**src/rtl/mem_port_arbiter.sv**
```systemverilog
// mem_port_arbiter: shares one single-port memory between the fetch
// port (i_*) and the data port (d_*), one transaction at a time.
// Ports: clk, rst (sync, active-low); i_req/i_addr -> i_rdata/i_rvalid;
// d_req/d_addr/d_wmask/d_wdata -> d_rdata/d_rvalid; mem_req/mem_addr/
// mem_wmask/mem_wdata -> memory, mem_ack/mem_rdata <- memory; o_stall.
// Build option: define ARB_RR_EN for round-robin conflict resolution,
// otherwise data always beats fetch.
module mem_port_arbiter #(
  parameter int AW = 32,
  parameter int DW = 32
) (
  input  logic            clk,
  input  logic            rst,
  input  logic            i_req,
  input  logic [AW-1:0]   i_addr,
  output logic [DW-1:0]   i_rdata,
  output logic            i_rvalid,
  input  logic            d_req,
  input  logic [AW-1:0]   d_addr,
  input  logic [DW/8-1:0] d_wmask,
  input  logic [DW-1:0]   d_wdata,
  output logic [DW-1:0]   d_rdata,
  output logic            d_rvalid,
  output logic            mem_req,
  output logic [AW-1:0]   mem_addr,
  output logic [DW/8-1:0] mem_wmask,
  output logic [DW-1:0]   mem_wdata,
  input  logic            mem_ack,
  input  logic [DW-1:0]   mem_rdata,
  output logic            o_stall
);

  typedef enum logic [2:0] {
    IDLE,
    BUSY_I,
    BUSY_D,
    RESP_I,
    RESP_D
  } state_e;

  state_e          state_q, state_d;
  logic [AW-1:0]   addr_q, addr_d;
  logic [DW/8-1:0] wmask_q, wmask_d;
  logic [DW-1:0]   wdata_q, wdata_d;
  logic [DW-1:0]   i_rdata_q, i_rdata_d;
  logic [DW-1:0]   d_rdata_q, d_rdata_d;
  logic            pick_d, pick_i;

`ifdef ARB_RR_EN
  // 1 = fetch was served last, so data wins the next conflict.
  logic last_q, last_d;

  assign pick_d = d_req & ~(i_req & ~last_q);
`else
  assign pick_d = d_req;
`endif
  assign pick_i = i_req & ~pick_d;

  always_comb begin
    state_d   = state_q;
    addr_d    = addr_q;
    wmask_d   = wmask_q;
    wdata_d   = wdata_q;
    i_rdata_d = i_rdata_q;
    d_rdata_d = d_rdata_q;
`ifdef ARB_RR_EN
    last_d    = last_q;
`endif
    unique case (state_q)
      IDLE: begin
        unique case (1'b1)
          pick_d: begin
            state_d = BUSY_D;
            addr_d  = d_addr;
            wmask_d = d_wmask;
            wdata_d = d_wdata;
          end
          pick_i: begin
            state_d = BUSY_I;
            addr_d  = i_addr;
            wmask_d = '0;
            wdata_d = '0;
          end
          default: ;
        endcase
      end
      BUSY_I: begin
        if (mem_ack) begin
          state_d   = RESP_I;
          i_rdata_d = mem_rdata;
`ifdef ARB_RR_EN
          last_d    = 1'b1;
`endif
        end
      end
      BUSY_D: begin
        if (mem_ack) begin
          state_d   = RESP_D;
          d_rdata_d = mem_rdata;
`ifdef ARB_RR_EN
          last_d    = 1'b0;
`endif
        end
      end
      RESP_I:  state_d = IDLE;
      RESP_D:  state_d = IDLE;
      default: state_d = IDLE;
    endcase
  end

  always_ff @(posedge clk) begin
    if (!rst) begin
      state_q   <= IDLE;
      addr_q    <= '0;
      wmask_q   <= '0;
      wdata_q   <= '0;
      i_rdata_q <= '0;
      d_rdata_q <= '0;
`ifdef ARB_RR_EN
      last_q    <= 1'b1;
`endif
    end else begin
      state_q   <= state_d;
      addr_q    <= addr_d;
      wmask_q   <= wmask_d;
      wdata_q   <= wdata_d;
      i_rdata_q <= i_rdata_d;
      d_rdata_q <= d_rdata_d;
`ifdef ARB_RR_EN
      last_q    <= last_d;
`endif
    end
  end

  assign mem_req   = (state_q == BUSY_I) |
                     (state_q == BUSY_D);
  assign mem_addr  = addr_q;
  assign mem_wmask = wmask_q;
  assign mem_wdata = wdata_q;
  assign i_rvalid  = (state_q == RESP_I);
  assign d_rvalid  = (state_q == RESP_D);
  assign i_rdata   = i_rdata_q;
  assign d_rdata   = d_rdata_q;
  assign o_stall   = (i_req & ~i_rvalid) |
                     (d_req & ~d_rvalid);

endmodule

```
**config.mk**
```make
export PLATFORM = sky130hd
export DESIGN_NAME = mem_port_arbiter
export DESIGN_NICKNAME = d
export VERILOG_FILES = /design/src/rtl/mem_port_arbiter.sv
export SDC_FILE = /design/constraint.sdc
export NUM_CORES = 1
export LEC_CHECK = 0
export BUFFER_PORTS_ARGS = -buffer_cell sky130_fd_sc_hd__buf_2
export CORE_ASPECT_RATIO = 0.7
export CORE_MARGIN = 2
export CORE_UTILIZATION = 40
export DETAILED_ROUTE_END_ITERATION = 7
export GPL_TIMING_DRIVEN = 0
export HOLD_SLACK_MARGIN = 0.02
export PLACE_DENSITY = 0.84
export SYNTH_ARGS = -nofsm -noshare
export SYNTH_HDL_FRONTEND = slang
export SYNTH_SLANG_ARGS = --single-unit
```
**constraint.sdc**
```tcl
create_clock -name clk -period 5.1 [get_ports clk]
set_input_delay 0.51 -clock clk [delete_from_list [all_inputs] [get_ports clk]]
set_output_delay 0.51 -clock clk [all_outputs]
set_load 0.03 [all_outputs]
```
# Word level (Yosys, flattened, before mapping)

Cells that the tools add are included.

Bits in registers: 135
Latch bits: 0
RAM bits: 0
Bits in read-only memories: 0
Output and inout bits: 136
Word-level logic and storage cells: 34
Memories: 0

Add/subtract/negate cells: 0
Multipliers: 0
Div/mod/pow operators: 0
$lt $le $gt $ge: 0
Equal/unequal tests: 7
Shift operators: 0
Multiplexer cells: 7
Bitwise logic cells: 8
Reduce and logical (&&, ||, !) cells: 6

Operators by type and width:

| operator                                                               | number |
|---|---|
| 32-bit one-hot mux with 2 select lines                                 | 2 |
| 3-bit one-hot mux with 3 select lines                                  | 1 |
| 4-bit one-hot mux with 2 select lines                                  | 1 |
| 3-bit by 2-bit equality test with 1-bit output (second input constant) | 2 |
| 3-bit two-way mux                                                      | 2 |
| 3-bit one-hot mux with 2 select lines                                  | 1 |
| 2-bit AND reduction                                                    | 3 |
| 2-bit != test (second input constant)                                  | 2 |
| 1-bit bitwise AND                                                      | 3 |
| 3-bit by 1-bit equality test with 1-bit output (second input constant) | 1 |
| 3-bit equality test (second input constant)                            | 1 |
| 3-bit zero test                                                        | 1 |
| 3-bit != test (second input constant)                                  | 1 |
| 1-bit inverter                                                         | 3 |
| 3-bit AND reduction                                                    | 1 |
| 1-bit OR                                                               | 2 |
| 2-bit nonzero test                                                     | 1 |

# Longest topological paths before layout

Gate-level depths: netlist (run 1).

Depth in word-level cells: 4
Depth in mapped cells: 7
Depth with buffers taken out: 3

# Worst setup path after synthesis (run 1)

OpenSTA, ideal clock, no wires.

Path type: register -> output
Start point: register state_q[0]
End point: output o_stall
Data arrival time: 1.753 ns
Setup slack: 2.837 ns
Cell stages (with the launch flop): 5
Buffers on the path: 1
Cells stage by stage: dfxtp_1 buf_2 inv_1 nor3b_1 o22ai_1

Cells in the longest elaborated chain, start to end: 4
Elaborated cells on any way between the ends: 7

Ends and longest elaborated chain:

| item                                           | line | source |
|---|---|---|
| start: declaration                             | 41   | `state_e state_q, state_d;` |
| start signal: assignment                       | 123  | `state_q <= state_d;` |
| 3-bit by 2-bit equality test with 1-bit output | 140  | `assign i_rvalid = (state_q == RESP_I);` |
| via i_rvalid                                   | 17   | `output logic i_rvalid,` |
| 1-bit inverter                                 | 144  | `assign o_stall = (i_req & ~i_rvalid) \|` |
| 1-bit bitwise AND                              | 144  |  |
| 1-bit OR                                       | 144  |  |
| end: declaration                               | 30   | `output logic o_stall` |

The timed path passes the listed nets, and every way through them passes these cells.

# Worst setup path after layout (run 1)

Start point: register state_q[0]
End point: output o_stall

Cells in the longest elaborated chain, start to end: 4
Elaborated cells on any way between the ends: 7

Ends and longest elaborated chain:

| item                                                                                         | line |
|---|---|
| 3-bit by 2-bit equality test with 1-bit output / 3-bit equality test (equally long branches) | 140, 141 |
| 1-bit inverter, on equally long branches                                                     | 144, 145 |
| 1-bit bitwise AND, on equally long branches                                                  | 144, 145 |
| 1-bit OR *                                                                                   | 144 |

Every way passes the cells marked *; elsewhere a longest branch is shown, timed or not.

==> impl_metrics.env, run 1 <==
export IMPL_post_route_period_util_pct=41.4
export IMPL_htree_levels=4
export IMPL_synth_edf_count=0
export IMPL_outcome="complete, no violations"
export IMPL_grt_max_degree=17
export IMPL_area_delta_synth_final_pct=42.4
export IMPL_hold_viol=0
export IMPL_wirelength_um=14400
export IMPL_ant_nets=0
export IMPL_crit_required_ps=4590
export IMPL_fp_row_count=34
export IMPL_grt_pass1_vias=4672
export IMPL_cts_root_buf="clkbuf_16"
export IMPL_hold_buffers=0
export IMPL_grt_setup_unrepaired="no"
export IMPL_power_density_mw_per_mm2=392
export IMPL_fin_setup_tns_ps=0
export IMPL_die_h_um=98.7
export IMPL_reg2reg_depth=6
export IMPL_relSlewSlack_pct=53.8
export IMPL_tightest_slew_ps=693
export IMPL_cp_end_kind="output port"
export IMPL_hp_class="in2reg"
export IMPL_diodes=0
export IMPL_cts_buffers=17
export IMPL_worstSetupStartpointType="flip-flop"
export IMPL_numPlacedInstances=971
export IMPL_chipWidth_um=139
export IMPL_finalClockSkew_ps=10.2
export IMPL_post_route_util_pct=58.5
export IMPL_synthCells=537
export IMPL_cts_repair_resized=0
export IMPL_cts_buffer_depth=2
export IMPL_yosysUniqueCellTypes=28
export IMPL_whs_ps=329
export IMPL_rrSetupSlack_ps=3190
export IMPL_final_cells=1002
export IMPL_yosysWarnings=0
export IMPL_r2r_start="state_q[1]"
export IMPL_synth_seq_cells=135
export IMPL_grt_first_pass_wirelength_um=23100
export IMPL_final_max_slew_viol_count=0
export IMPL_worstSetupEndpoint="o_stall"
export IMPL_ys_seq_area_share_pct=52.8
export IMPL_dr_pass1_iters=4
export IMPL_synth_fp_nets=674
export IMPL_arrival_ps=1600
export IMPL_coreArea_mm2=0.0125
export IMPL_r2r_end="mem_wdata[13]"
export IMPL_setup_violations_final=0
export IMPL_final_cell_mix="280 x buf_2, 135 x dfxtp_1, 130 x nand2_1"
export IMPL_portBuffers=272
export IMPL_drt_iter0_drc=187
export IMPL_final_common_cell="buf_2"
export IMPL_syn_avg_cell_area_um2=9.53
export IMPL_maxCapViolCount=0
export IMPL_hpwlAfterDp_um=11200
export IMPL_syn_cell_area_mm2=0.00512
export IMPL_clock_sinks=135
export IMPL_fmax_ghz=0.473
export IMPL_period_needed_ps=2110
export IMPL_die_area_mm2=0.0137
export IMPL_cts_tree="built"
export IMPL_async_flop_share_pct=0
export IMPL_final_layout_size_suffix_gt1_share_pct=37.7
export IMPL_cp_startpoint="state_q[0]"
export IMPL_synth_top_flop_cell="dfxtp_1"
export IMPL_clk_latency_ps=400
export IMPL_ir_worst_vdd_mv=0.302
export IMPL_viasPerCell=4.80
export IMPL_cts_clk_slew_worst_paths_ps=60
export IMPL_track_usage_pct=20.8
export IMPL_antenna_found_initial=0
export IMPL_place_gp_congestion=0.808
export IMPL_ios=273
export IMPL_crit_fanout=9
export IMPL_detail_route_wl_per_cell_um=14.4
export IMPL_num_vias=4812
export IMPL_power_leakage_uw=0.00347
export IMPL_postCtsSetupRepairBufs=0
export IMPL_drc=0
export IMPL_start_util_pct=41.1
export IMPL_nNetsFinal=965
export IMPL_path_class="reg2out"
export IMPL_globalRouteOverflowTotal=0
metal layers:
metal  global-route usage [%]  routed length (um)  up-vias
met5                        0                   0        -
met4                     5.36                 115        0
met3                     6.51                 979        8
met2                     34.2                6660      172
met1                     26.7                6630     2179
li1                         -                   -     2453
state kept, by name (all words and copies together) (netlist names):
| register | flops |
|---|---|
| mem_wdata | 32 |
| d_rdata | 32 |
| mem_wmask | 4 |
| state_q | 3 |
| mem_addr | 32 |
| i_rdata | 32 |
worst min-delay path by stage:
stage | start | endpoint | slack, ps | depth (start not counted)
global route | d_wdata[7] | mem_wdata[7] | 310 | 2
global placement | i_rdata[22] | i_rdata[22] | 450 | 2
floorplan | state_q[2] | state_q[1] | 510 | 2
detailed placement | mem_wdata[25] | mem_wdata[25] | 450 | 1
finish | d_wdata[25] | mem_wdata[25] | 330 | 2
CTS | d_wdata[16] | mem_wdata[16] | 310 | 2
logic make-up after synthesis:
logic type | count (synthesis) | share of synthesized area [%]
compound gates | 168 | 23.8
xor+xnor | 1 | 0.171
buf+inv | 55 | 4.96
flops | 135 | 52.8
mux | 32 | 6.26
simple gates | 146 | 12.0
worst max-delay path, stage by stage (launching register included):
cell     delay, ps
dfxtp_1        310
buf_2          190
inv_1          100
nor3b_1        310
o22ai_1        110
buf_2          190
layout make-up:
type	count	area (um2)
plain buffers	52	243
clock buffers	20	457
clock inverters	11	149
fillers	1115	5170
inverters	3	11.3
multi-input cells	347	2160
flip-flops and latches	135	2700
well taps	162	203
repair buffers	272	1360
stage by stage:
stage / setup slack (ps) / power, uW / cell area (um2)
after floorplan: 2840 / 1470 / 5120
after global placement: 2920 / 1640 / 6680
after detailed placement: 2900 / 1650 / 6680
after CTS: 2940 / 2890 / 7290
after global routing: 2870 / 2980 / 7290
final: 2990 / 2860 / 7290
report_power, final:
part           switching, uW  total (uW)  internal, uW  leakage (uW)
combinational            303         468           165       0.00208
sequential              32.2        1160          1120       0.00110
clock                    444        1240           794      0.000288
total                    779        2860          2080       0.00347
Yosys cell counts (2+ instances only):
cell / number / area [um2]
nand4bb_1: 2 / 22.5
buf_6: 5 / 56.3
o21ai_0: 3 / 15.0
nor4bb_1: 2 / 20.0
inv_1: 3 / 11.3
o21ai_1: 30 / 150
nand2_1: 130 / 488
mux2i_1: 32 / 320
buf_1: 3 / 11.3
o211ai_1: 32 / 240
nor3b_1: 2 / 15.0
a21boi_0: 64 / 480
buf_2: 8 / 40.0
nor2_1: 3 / 11.3
a22o_1: 36 / 315
clkbuf_1: 36 / 135
dfxtp_1: 135 / 2700
Note: power is estimated with default switching activity, not from simulation.
==> run 2: changes to the inputs <==
Clock period 5.1 ns to 1.97 ns, I/O delays scaled along.
==> run 2 against run 1 <==
Compared with the run above:
- power rose to 2.6 times the previous value
- sequential power grew to 2.6 times the previous value
- critical path type is now reg2reg
- clock skew down 1.3 ps
- register-to-register slack worse by 3100 ps
==> impl_metrics.env, run 2 (synthesis results as in run 1) <==
export IMPL_totalPowerFinal_uw=7470
export IMPL_detail_route_wl_per_cell_um=14.9
export IMPL_fin_setup_tns_ps=0
export IMPL_power_leakage_uw=0.00360
export IMPL_grtUsageMet1_pct=28.1
export IMPL_cts_tree="built"
export IMPL_tightest_slew_ps=691
export IMPL_outcome="complete, no violations"
export IMPL_fp_row_count=34
export IMPL_grt_pass1_vias=4829
export IMPL_final_max_slew_viol_count=0
export IMPL_globalRouteOverflowTotal=0
export IMPL_die_area_mm2=0.0137
export IMPL_dr_pass1_iters=4
export IMPL_ios=273
export IMPL_final_layout_size_suffix_gt1_share_pct=37.5
export IMPL_diodes=0
export IMPL_power_density_mw_per_mm2=988
export IMPL_coreArea_mm2=0.0125
export IMPL_hpwlAfterDp_um=11200
export IMPL_start_util_pct=41.1
export IMPL_globalRoute_busiestLayer="met2"
export IMPL_met2_usage_pct=35.7
export IMPL_clk_latency_ps=400
export IMPL_die_h_um=98.7
export IMPL_cts_root_buf="clkbuf_16"
export IMPL_arrival_ps=2140
export IMPL_maxCapViolCount=0
export IMPL_crit_fanout=10
export IMPL_grt_max_degree=17
export IMPL_worstSetupStartpointType="flip-flop"
export IMPL_num_vias=4995
export IMPL_period_needed_ps=1860
export IMPL_hp_class="in2reg"
export IMPL_hold_viol=0
export IMPL_wirelength_um=15300
export IMPL_area_delta_synth_final_pct=47.6
export IMPL_finalClockSkew_ps=8.90
export IMPL_slowest_delay_ps=380
export IMPL_nNetsFinal=990
export IMPL_drt_iter0_drc=225
export IMPL_ir_worst_vdd_mv=0.752
export IMPL_use_met3_pct=6.27
export IMPL_grt_setup_unrepaired="no"
export IMPL_final_common_cell="buf_2"
export IMPL_path_class="reg2reg"
export IMPL_post_route_period_util_pct=94.5
export IMPL_htree_levels=4
export IMPL_place_gp_congestion=0.808
export IMPL_ant_nets=0
export IMPL_cp_end_kind="flip-flop"
export IMPL_portBuffers=272
export IMPL_antenna_found_initial=0
export IMPL_viasPerCell=4.86
export IMPL_fmax_ghz=0.537
export IMPL_clock_sinks=135
export IMPL_grt_first_pass_wirelength_um=24100
export IMPL_crit_chain="buf_6 > or3_4 > buf_6 > o21a_1 > buf_2 > buf_2 > a22o_1"
export IMPL_relSlewSlack_pct=53.9
export IMPL_final_cell_mix="280 x buf_2, 135 x dfxtp_1, 130 x nand2_1"
export IMPL_chipWidth_um=139
export IMPL_cts_clk_slew_worst_paths_ps=60
export IMPL_track_usage_pct=21.7
export IMPL_crit_required_ps=2250
export IMPL_setup_violations_final=0
export IMPL_drc=0
export IMPL_slowest_stage="or3_4"
export IMPL_cts_buffers=17
export IMPL_cts_buffer_depth=2
[run 2: worst paths after layout]
path,startpoint,endpoint,slack [ps],depth (start not counted)
worst max-delay path,state_q[2],mem_wdata[25],110,7
worst min-delay path,d_wdata[5],mem_wdata[5],40,2
worst max register to register,state_q[2],mem_wdata[25],110,7
worst min register to register,d_rdata[0],d_rdata[0],460,2
[run 2: power breakdown]
part,internal [uW],switching [uW]
Clock,2060,1150
Sequential,2910,87.4
Combinational,462,801
[run 2: worst max-delay path, delay by kind of cell, from the launching register on]
kind            cells  cell delay (ps)
simple gates        1              380
compound gates      2              390
buf+inv             4              670
flops               1              300
[run 2: layout make-up]
| cell class | instances | area (um2) |
|---|---|---|
| fillers | 1077 | 4910 |
| flip-flops and latches | 135 | 2700 |
| multi-input cells | 347 | 2160 |
| repair buffers | 298 | 1620 |
| clock buffers | 20 | 457 |
| plain buffers | 51 | 248 |
| well taps | 162 | 203 |
| clock inverters | 11 | 149 |
| inverters | 3 | 11.3 |
[run 2: per-layer routing]
layer	share of wire, %	routed length [um]
met5	0	0
met2	46	7050
met3	6.4	980
met1	46	7090
met4	0.89	136
[run 2: repair_timing]
action / in CTS / in global routing
setup buffers: 0 / 0
hold buffers: 23 / 3
hold endpoints to repair: 23 / 3
resized for setup: 0 / 13
endpoints found under the setup margin: 0 / 59
[run 2: stage by stage]
step | cells | util [%] | area (um2) | hold slack, ps | setup WS (ps)
detailed placement | 971 | 53.6 | 6680 | 417 | 81.2
global route | 1027 | 60.6 | 7550 | 24.1 | 30.1
CTS | 1025 | 60.3 | 7520 | 20.8 | 48.5
global placement | 971 | 53.6 | 6680 | 413 | 86.2
floorplan | 537 | - | 5120 | 330 | 19.9
finish | 1027 | 60.6 | 7550 | 37.4 | 109
==> run 3: changes to the inputs <==
==> constraint.sdc (replaced) <==
create_clock -name clk -period 1.97 [get_ports clk]
set_input_delay 0.0985 -clock clk [delete_from_list [all_inputs] [get_ports clk]]
set_output_delay 0.0985 -clock clk [all_outputs]
set_load 0.03 [all_outputs]
==> run 3 against run 2 <==
Compared with the run above:
- critical path depth stayed put
- routed wire length grew 21%
- final area up 14%
- count of clock-buffer cells in the layout did not move
- global-route usage is 4.8 points higher
- worst setup slack got worse by 12 ps
- sequential power barely moved
- non-clock buffer count is 105 higher
- first-iteration DRC count increased by 3.6%
- combinational power is 17% higher
- flip-flop and latch count did not move
- clock skew rose by 4.8 ps
- critical path type unchanged
- highest routed layer unchanged
==> impl_metrics.env, run 3 (synthesis results as in run 1) <==
export IMPL_outcome="complete, no violations"
export IMPL_power_internal_uw=5580
export IMPL_hpwlAfterDp_um=11200
export IMPL_num_vias=5723
export IMPL_slowest_delay_ps=390
export IMPL_r2r_end="mem_wdata[12]"
export IMPL_power_frac_comb_pct=19.2
export IMPL_htree_levels=4
export IMPL_cts_root_buf="clkbuf_16"
export IMPL_antenna_found_initial=0
export IMPL_grt_max_degree=17
export IMPL_area_delta_synth_final_pct=68.0
export IMPL_grt_setup_unrepaired="no"
export IMPL_final_max_slew_viol_count=0
export IMPL_path_class="reg2reg"
export IMPL_setup_violations_final=0
export IMPL_globalRouteOverflowTotal=0
export IMPL_fp_row_count=34
export IMPL_hp_start="i_addr[8]"
export IMPL_grt_first_pass_wirelength_um=29100
export IMPL_grtUsageMet1_pct=30.7
export IMPL_die_area_mm2=0.0137
export IMPL_ios=273
export IMPL_relSlewSlack_pct=52.9
export IMPL_diodes=0
export IMPL_final_layout_size_suffix_gt1_share_pct=33.6
export IMPL_fmax_ghz=0.534
export IMPL_clock_sinks=135
export IMPL_period_needed_ps=1870
export IMPL_holdPathStages=3
export IMPL_die_h_um=98.7
export IMPL_cts_buffers=17
export IMPL_power_leakage_uw=0.00404
export IMPL_fin_setup_tns_ps=0
export IMPL_postCtsSetupRepairBufs=0
export IMPL_coreArea_mm2=0.0125
export IMPL_cts_tree="built"
export IMPL_crit_fanout=10
export IMPL_start_util_pct=41.1
export IMPL_pre_cts_ws_ps=88.8
export IMPL_tightest_slew_ps=706
export IMPL_wirelength_um=18500
export IMPL_switching_share_pct=27.5
export IMPL_maxCapViolCount=0
export IMPL_ir_worst_vdd_mv=0.683
export IMPL_finalClockSkew_ps=13.7
export IMPL_hp_class="in2reg"
export IMPL_crit_required_ps=2250
export IMPL_reg2reg_depth=7
export IMPL_cts_buffer_depth=2
export IMPL_portBuffers=272
export IMPL_met2_usage_pct=45.3
export IMPL_r2r_start="state_q[2]"
export IMPL_place_gp_congestion=0.808
export IMPL_p_sw_uw=2120
export IMPL_detail_route_wl_per_cell_um=16.3
export IMPL_worstSetupStartpointType="flip-flop"
export IMPL_final_cell_mix="280 x buf_2, 135 x dfxtp_1, 130 x nand2_1, 130 x dlygate4sd3_1, 64 x a21boi_0"
export IMPL_viasPerCell=5.06
export IMPL_crit_chain="buf_6 > or3_4 > buf_6 > o21a_1 > buf_2 > buf_2 > a22o_1"
export IMPL_cp_end_kind="flip-flop"
export IMPL_drc=0
export IMPL_nNetsFinal=1095
export IMPL_clk_latency_ps=400
export IMPL_power_frac_seq_pct=39.0
export IMPL_dr_pass1_iters=5
export IMPL_chipWidth_um=139
export IMPL_fin_ws_ps=96.5
export IMPL_cts_clk_slew_worst_paths_ps=60
export IMPL_rrSetupSlack_ps=100
export IMPL_post_route_period_util_pct=95.1
export IMPL_hold_viol=0
export IMPL_track_usage_pct=26.4
export IMPL_post_route_util_pct=69.0
export IMPL_slowest_stage="or3_4"
export IMPL_drt_iter0_drc=233
export IMPL_globalRoute_busiestLayer="met2"
export IMPL_arrival_ps=2150
export IMPL_power_density_mw_per_mm2=895
export IMPL_power_frac_clock_pct=41.8
export IMPL_hold_end="mem_addr[8]"
export IMPL_final_common_cell="buf_2"
export IMPL_grt_pass1_vias=5843
export IMPL_use_met3_pct=7.39
export IMPL_ant_nets=0
run 3: cell types whose count changed in the layout (fill, tap and decap cells not counted):
| cell | before | now |
|---|---|---|
| dlygate4sd3_1 | 26 | 130 |
| buf_1 | 2 | 1 |
| clkbuf_2 | 7 | 9 |
run 3: power groups by stage:
stage / logic [uW] / clock network [uW] / registers [uW]
after floorplan: 428 / 0 / 3380
after global placement: 1210 / 0 / 3040
after detailed placement: 1220 / 0 / 3050
after CTS: 1440 / 3270 / 2990
after global routing: 1580 / 3390 / 3020
final: 1480 / 3220 / 3000
run 3: critical path, delay by kind of cell (launching register included):
kind                   cells  cell delay (ps)
and+or+nand+nor            1              390
buffers and inverters      4              670
DFF                        1              300
AOI/OAI and AO/OA          2              390
run 3: what timing repair did:
item	CTS	global route
hold buffers	130	0
resized for setup	0	16
endpoints found under the hold margin	131	0
setup endpoints to repair	0	60
run 3: final cells by class:
| class | count | area [um2] |
|---|---|---|
| Fill cell | 922 | 3860 |
| Sequential cell | 135 | 2700 |
| Timing Repair Buffer | 402 | 2660 |
| Multi-Input combinational cell | 347 | 2160 |
| Clock buffer | 20 | 457 |
| Buffer | 52 | 254 |
| Tap cell | 162 | 203 |
| Clock inverter | 11 | 149 |
| Inverter | 3 | 11.3 |
run 3: layer usage:
layer,share of wire (%),vias up
met5,0,-
met2,48,291
met3,6.7,62
met1,42,2658
li1,-,2712
met4,3.8,0
run 3: through the flow:
stage | power, uW | hold WS (ps) | instance area [um2] | instances
finish | 7700 | 43.5 | 8600 | 1132
global placement | 4250 | 315 | 6680 | 971
CTS | 7700 | 31.9 | 8590 | 1132
global route | 7990 | 47.8 | 8600 | 1132
detailed placement | 4270 | 319 | 6680 | 971
floorplan | 3810 | 231 | 5120 | 537
run 3: worst max path at each step:
stage	start	endpoint	slack [ps]
2_1_floorplan	state_q[0]	o_stall	120
3_3_place_gp	state_q[1]	mem_wdata[23]	90
3_5_place_dp	state_q[1]	mem_wdata[12]	90
4_1_cts	state_q[1]	mem_wdata[8]	50
5_1_grt	state_q[1]	i_rdata[18]	2
6_report	state_q[2]	mem_wdata[12]	100
